===== src/rtl/divu.sv =====
// divu: multicycle restoring divider, 33-cycle latency (1 cycle on divide-by-zero).
// Define DIVU_SIGNED_EN to honour the sign input (two's complement operands).
module divu #(
   parameter int WIDTH = 32
) (
   input  logic             clk,
   input  logic             rst,
   input  logic             start,
   input  logic [WIDTH-1:0] a,
   input  logic [WIDTH-1:0] b,
   input  logic             sign,
   output logic             busy,
   output logic             done,
   output logic             dbz,
   output logic [WIDTH-1:0] quotient,
   output logic [WIDTH-1:0] remainder
);
   typedef enum logic [1:0] {IDLE, RUN, DONE} state_t;
   state_t state_q, state_d;
   logic [WIDTH-1:0] dvd_q, dvd_d, rem_q, rem_d, dvs_q, dvs_d, quo_q, quo_d, rmd_q, rmd_d;
   logic [WIDTH-1:0] a_mag, b_mag, fq, fr;
   logic [WIDTH:0] sh, diff;
   logic [4:0] cnt_q, cnt_d;
   logic done_q, done_d, dbz_q, dbz_d;
`ifdef DIVU_SIGNED_EN
   logic nq_q, nr_q;
   always_ff @(posedge clk)
      if (rst) begin
         nq_q <= 1'b0;
         nr_q <= 1'b0;
      end else if (state_q == IDLE && start) begin
         nq_q <= sign & (a[WIDTH-1] ^ b[WIDTH-1]);
         nr_q <= sign & a[WIDTH-1];
      end
   assign a_mag = (sign & a[WIDTH-1]) ? -a : a;
   assign b_mag = (sign & b[WIDTH-1]) ? -b : b;
   assign fq = nq_q ? -dvd_q : dvd_q;
   assign fr = nr_q ? -rem_q : rem_q;
`else
   logic unused_sign;
   assign unused_sign = sign;
   assign a_mag = a;
   assign b_mag = b;
   assign fq = dvd_q;
   assign fr = rem_q;
`endif
   always_comb begin
      state_d = state_q;
      dvd_d = dvd_q;
      rem_d = rem_q;
      dvs_d = dvs_q;
      quo_d = quo_q;
      rmd_d = rmd_q;
      cnt_d = cnt_q;
      dbz_d = dbz_q;
      done_d = 1'b0;
      sh = {rem_q, dvd_q[WIDTH-1]};
      diff = sh - {1'b0, dvs_q};
      case (state_q)
         IDLE: if (start) begin
            // on divide-by-zero the raw dividend is kept so it can be returned as remainder
            dvd_d = (b == '0) ? a : a_mag;
            dvs_d = b_mag;
            rem_d = '0;
            cnt_d = '0;
            state_d = (b == '0) ? DONE : RUN;
         end
         RUN: begin
            rem_d = diff[WIDTH] ? sh[WIDTH-1:0] : diff[WIDTH-1:0];
            dvd_d = {dvd_q[WIDTH-2:0], ~diff[WIDTH]};
            cnt_d = cnt_q + 5'd1;
            state_d = (cnt_q == 5'd31) ? DONE : RUN;
         end
         DONE: begin
            dbz_d = (dvs_q == '0);
            quo_d = dbz_d ? '1 : fq;
            rmd_d = dbz_d ? dvd_q : fr;
            done_d = 1'b1;
            state_d = IDLE;
         end
         default: state_d = IDLE;
      endcase
   end
   always_ff @(posedge clk)
      if (rst) begin
         state_q <= IDLE;
         dvd_q <= '0;
         rem_q <= '0;
         dvs_q <= '0;
         quo_q <= '0;
         rmd_q <= '0;
         cnt_q <= '0;
         dbz_q <= 1'b0;
         done_q <= 1'b0;
      end else begin
         state_q <= state_d;
         dvd_q <= dvd_d;
         rem_q <= rem_d;
         dvs_q <= dvs_d;
         quo_q <= quo_d;
         rmd_q <= rmd_d;
         cnt_q <= cnt_d;
         dbz_q <= dbz_d;
         done_q <= done_d;
      end
   assign busy = (state_q != IDLE);
   assign done = done_q;
   assign dbz = dbz_q;
   assign quotient = quo_q;
   assign remainder = rmd_q;
endmodule

===== config.mk =====
export PLATFORM = sky130hd
export DESIGN_NAME = divu
export DESIGN_NICKNAME = d
export VERILOG_FILES = /design/src/rtl/divu.sv
export SDC_FILE = /design/constraint.sdc
export NUM_CORES = 1
export LEC_CHECK = 0
export BUFFER_PORTS_ARGS = -buffer_cell sky130_fd_sc_hd__buf_2
export CORE_ASPECT_RATIO = 2
export CORE_MARGIN = 3
export CORE_UTILIZATION = 40
export CTS_BUF_LIST = sky130_fd_sc_hd__clkbuf_8
export CTS_CLUSTER_DIAMETER = 30
export DETAILED_ROUTE_END_ITERATION = 7
export SLEW_MARGIN = 20
export SYNTH_ARGS = -nofsm -noshare
export SYNTH_HDL_FRONTEND = slang
export SYNTH_SLANG_ARGS = --single-unit

===== constraint.sdc =====
create_clock -name clk -period 4.2 [get_ports clk]
set_input_delay 0.84 -clock clk [delete_from_list [all_inputs] [get_ports clk]]
set_output_delay 0.84 -clock clk [all_outputs]
set_load 0.02 [all_outputs]

==> flow_summary.yaml <==
global_routing:
  grt_antenna_before_repair: 0
  grt_pass1_vias: 7805
  grt_pass1_wl_mm: 38.97
  gr-total-overflow: 0
  grt_max_degree: 98
  gr-usage-all-layers: 0.2059
clocking:
  clk_transition_reported_paths_ns: 0.09
  htree_num_levels: 4
  clock_latency_ns: 0.47
  cts_setup_buffers: 0
  tritoncts: "built"
  cts-hold-fix-buffers: 0
  ctsRootBufferMaster: "clkbuf_8"
  cts_sinks: 169
  clk_path_buf_depth: 2
  cts.repair.resized: 0
  numCtsBuffers: 17
yosys:
  synth_top_cell_by_area: "dfxtp_1"
  yosys.cell_types.count: 59
  syn_nets: 1199
  yosysMostFrequentCell: "nand2_1"
  synth_cells: 1096
  yosysWarnings: 0
  synth_top_flop_cell: "dfxtp_1"
  syn_area_mm2: 0.008696
  synth_top_area_frac: 0.3891
  ys_seq_elements: 169
  ys_async_sr_fraction: 0
  yosysSeqAreaShare: 0.3891
  synth_area_leaders: "dfxtp_1 39%, nand2_1 8.1%, mux2i_1 7.1%"
  synthTopCellsByCount: "187 x nand2_1, 169 x dfxtp_1, 125 x nor2_1"
  syn_avg_cell_area_um2: 7.934
  synth_edf_count: 0
critical_path:
  cp_max_fo: 30
  timing.rr.start: "dvd_q[31]$_SDFFE_PP0P_"
  arrival_ns: 4.18
  r2r_end: "fr[0]$_SDFFE_PP0P_"
  crit_required_ns: 4.60
  cp-start-kind: "register"
  r2r_cells: 14
  worstSetupPathType: "register to register"
  end_kind: "register"
  r2r_setup_slack_ns: 0.42
hold_path:
  hold_depth: 2
  min-delay-start: "dbz$_SDFFE_PP0P_"
  worst_hold_path_type: "register to register"
  min_to: "dbz$_SDFFE_PP0P_"
sta:
  drv_slew: 0
  hold_viol_final: 0
  fin_crit_sh: 0.8997
  setup_viol: 0
  fmax_mhz: 264.7
  max_slew.worst_pin.slew_ns: 0.9761
  worst_slack_ns: 0.4214
  max-slew-margin-rel: 0.3493
  period_needed_ns: 3.779
  rsz0062_at_grt: "false"
  fin_skew_ns: 0.01243
  fin_setup_tns_ns: 0
final_layout:
  nets: 1287
  seqCellArea_mm2: 0.003383
  finish.utilization: 0.4689
  drive_above_1_share: 0.1558
  syn_to_final_growth_pct: 14.35
  n_fill_cell: 2285
  antenna_cells: 0
  multiInputGateArea_mm2: 0.004883
pwr:
  peakVddDrop_mv: 0.6936
  power_frac_comb: 0.603
  p_leak_uw: 0.003968
  p_total_uw: 8165
  p_seq_frac: 0.247
  pwr-share-clk: 0.149
  p_switching_uw: 3484
  power.density_mw_per_mm2: 821.2
  p_int_uw: 4681
  switching_share: 0.4267
route:
  m1WireLength_mm: 9.696
  dr.pass1.iters: 5
  antenna_left: 0
  top_layer_used: "met4"
  vias_per_cell: 5.420
  vias: 7930
  finalWirelength_mm: 23.70
  wl_met3_um: 887
  post_drt_wl_per_cell_um: 16.20
  wl_met2_mm: 12.25
  drt_iter0_markers: 453
  drc: 0
floorplan:
  initial_core_util: 0.4100
  rows: 75
  die_h_um: 214.5
  boundaryPins: 135
  die_area_mm2: 0.02365
  die_width_um: 110.3
  coreArea_mm2: 0.02121
placement:
  gp_congestion: 0.9264
  portBuffers: 133
  dp.final_hpwl_mm: 17.57
  place_ws_ns: 0.4661
run:
  cap_violations: 0
run_status:
  status: "finished, final reports clean"
-- critical path: stages (launching register included) --
cell and delay [ns]:
dfxtp_1 0.34, inv_1 0.09, ha_1 0.16, inv_1 0.05
fa_1 0.41, a21o_1 0.21, a221oi_1 0.51, nand2_1 0.18
a21oi_2 0.26, o41a_1 0.31, a41oi_2 0.22, xor2_4 0.34
buf_12 0.26, mux2i_1 0.21, a22o_1 0.13
-- power by group through the flow --
stage	logic [µW]	registers [µW]	clock network, µW
2_1_floorplan	4070	1950	0
3_3_place_gp	4870	2050	0
3_5_place_dp	4920	2060	0
4_1_cts	4930	2020	1250
5_1_grt	5430	2050	1320
6_report	4930	2020	1220
-- how the worst max path moves through the flow --
stage | from | end | slack [ns] | depth (start not counted)
after detailed placement | dvd_q[31]$_SDFFE_PP0P_ | fr[5]$_SDFFE_PP0P_ | 0.47 | 14
final | dvd_q[31]$_SDFFE_PP0P_ | fr[0]$_SDFFE_PP0P_ | 0.42 | 14
after CTS | dvd_q[31]$_SDFFE_PP0P_ | fr[0]$_SDFFE_PP0P_ | 0.44 | 14
after floorplan | dvd_q[31]$_SDFFE_PP0P_ | fr[10]$_SDFFE_PP0P_ | 1.16 | 14
after global placement | dvd_q[31]$_SDFFE_PP0P_ | fr[8]$_SDFFE_PP0P_ | 0.47 | 14
after global routing | dvd_q[31]$_SDFFE_PP0P_ | fr[21]$_SDFFE_PP0P_ | 0.20 | 14
-- sequential cells by signal (all words and copies together) (netlist names) --
name / flops
quotient: 32
cnt_q: 5
remainder: 32
dbz: 1
dvd_q: 32
state_q: 2
fr: 32
dvs_q: 32
done: 1
-- per-stage QoR --
step	instance area [µm²]	cells	hold WS [ns]
finish	9943	1463	0.4651
global route	9943	1463	0.4914
CTS	9940	1463	0.4693
detailed placement	9529	1434	0.4555
global placement	9518	1433	0.4484
floorplan	8696	1096	0.4395
-- cell families (layout without fill, tap and decap cells) --
family | after synthesis | count (layout) | share of synthesized area
muxes | 63 | 63 | 0.07266
buffers and inverters | 115 | 213 | 0.05295
adders and majority gates | 35 | 35 | 0.05122
DFF | 169 | 169 | 0.3891
and+or+nand+nor | 446 | 446 | 0.2214
xor gates and xnor gates | 30 | 30 | 0.03238
AOI/OAI and AO/OA | 238 | 238 | 0.1803
-- placed cells by master (no fill, tap or decap), types with 4 or more instances in the layout --
cell	instances
a211oi_1	33
a21o_1	14
nand4_1	9
clkbuf_8	21
o21a_1	6
nand3_1	11
nor2_1	122
nand2_1	186
buf_4	9
a21oi_1	69
ha_1	34
inv_1	41
a311oi_1	32
and4_1	4
nand2b_1	7
o21bai_1	4
xnor2_1	20
dfxtp_1	169
o21ai_0	18
nor4_1	17
o21ai_1	31
buf_2	132
xor2_1	9
a22oi_1	4
nor3_1	70
mux2i_1	62
-- cell type report --
| class | instances | area share |
|---|---|---|
| clock buffers | 21 | 0.02907 |
| clock inverters | 8 | 0.01221 |
| inverters | 40 | 0.01510 |
| multi-input cells | 812 | 0.4911 |
| flip-flops and latches | 169 | 0.3403 |
| well taps | 269 | 0.03385 |
| repair buffers | 144 | 0.07839 |
-- metal layers --
metal / vias to the layer above / GRT usage
li1: 4021 / -
met1: 3668 / 0.2349
met2: 192 / 0.3646
met3: 49 / 0.03465
met4: 0 / 0.09289
met5: - / 0
Power figures use the tool's default switching activity.
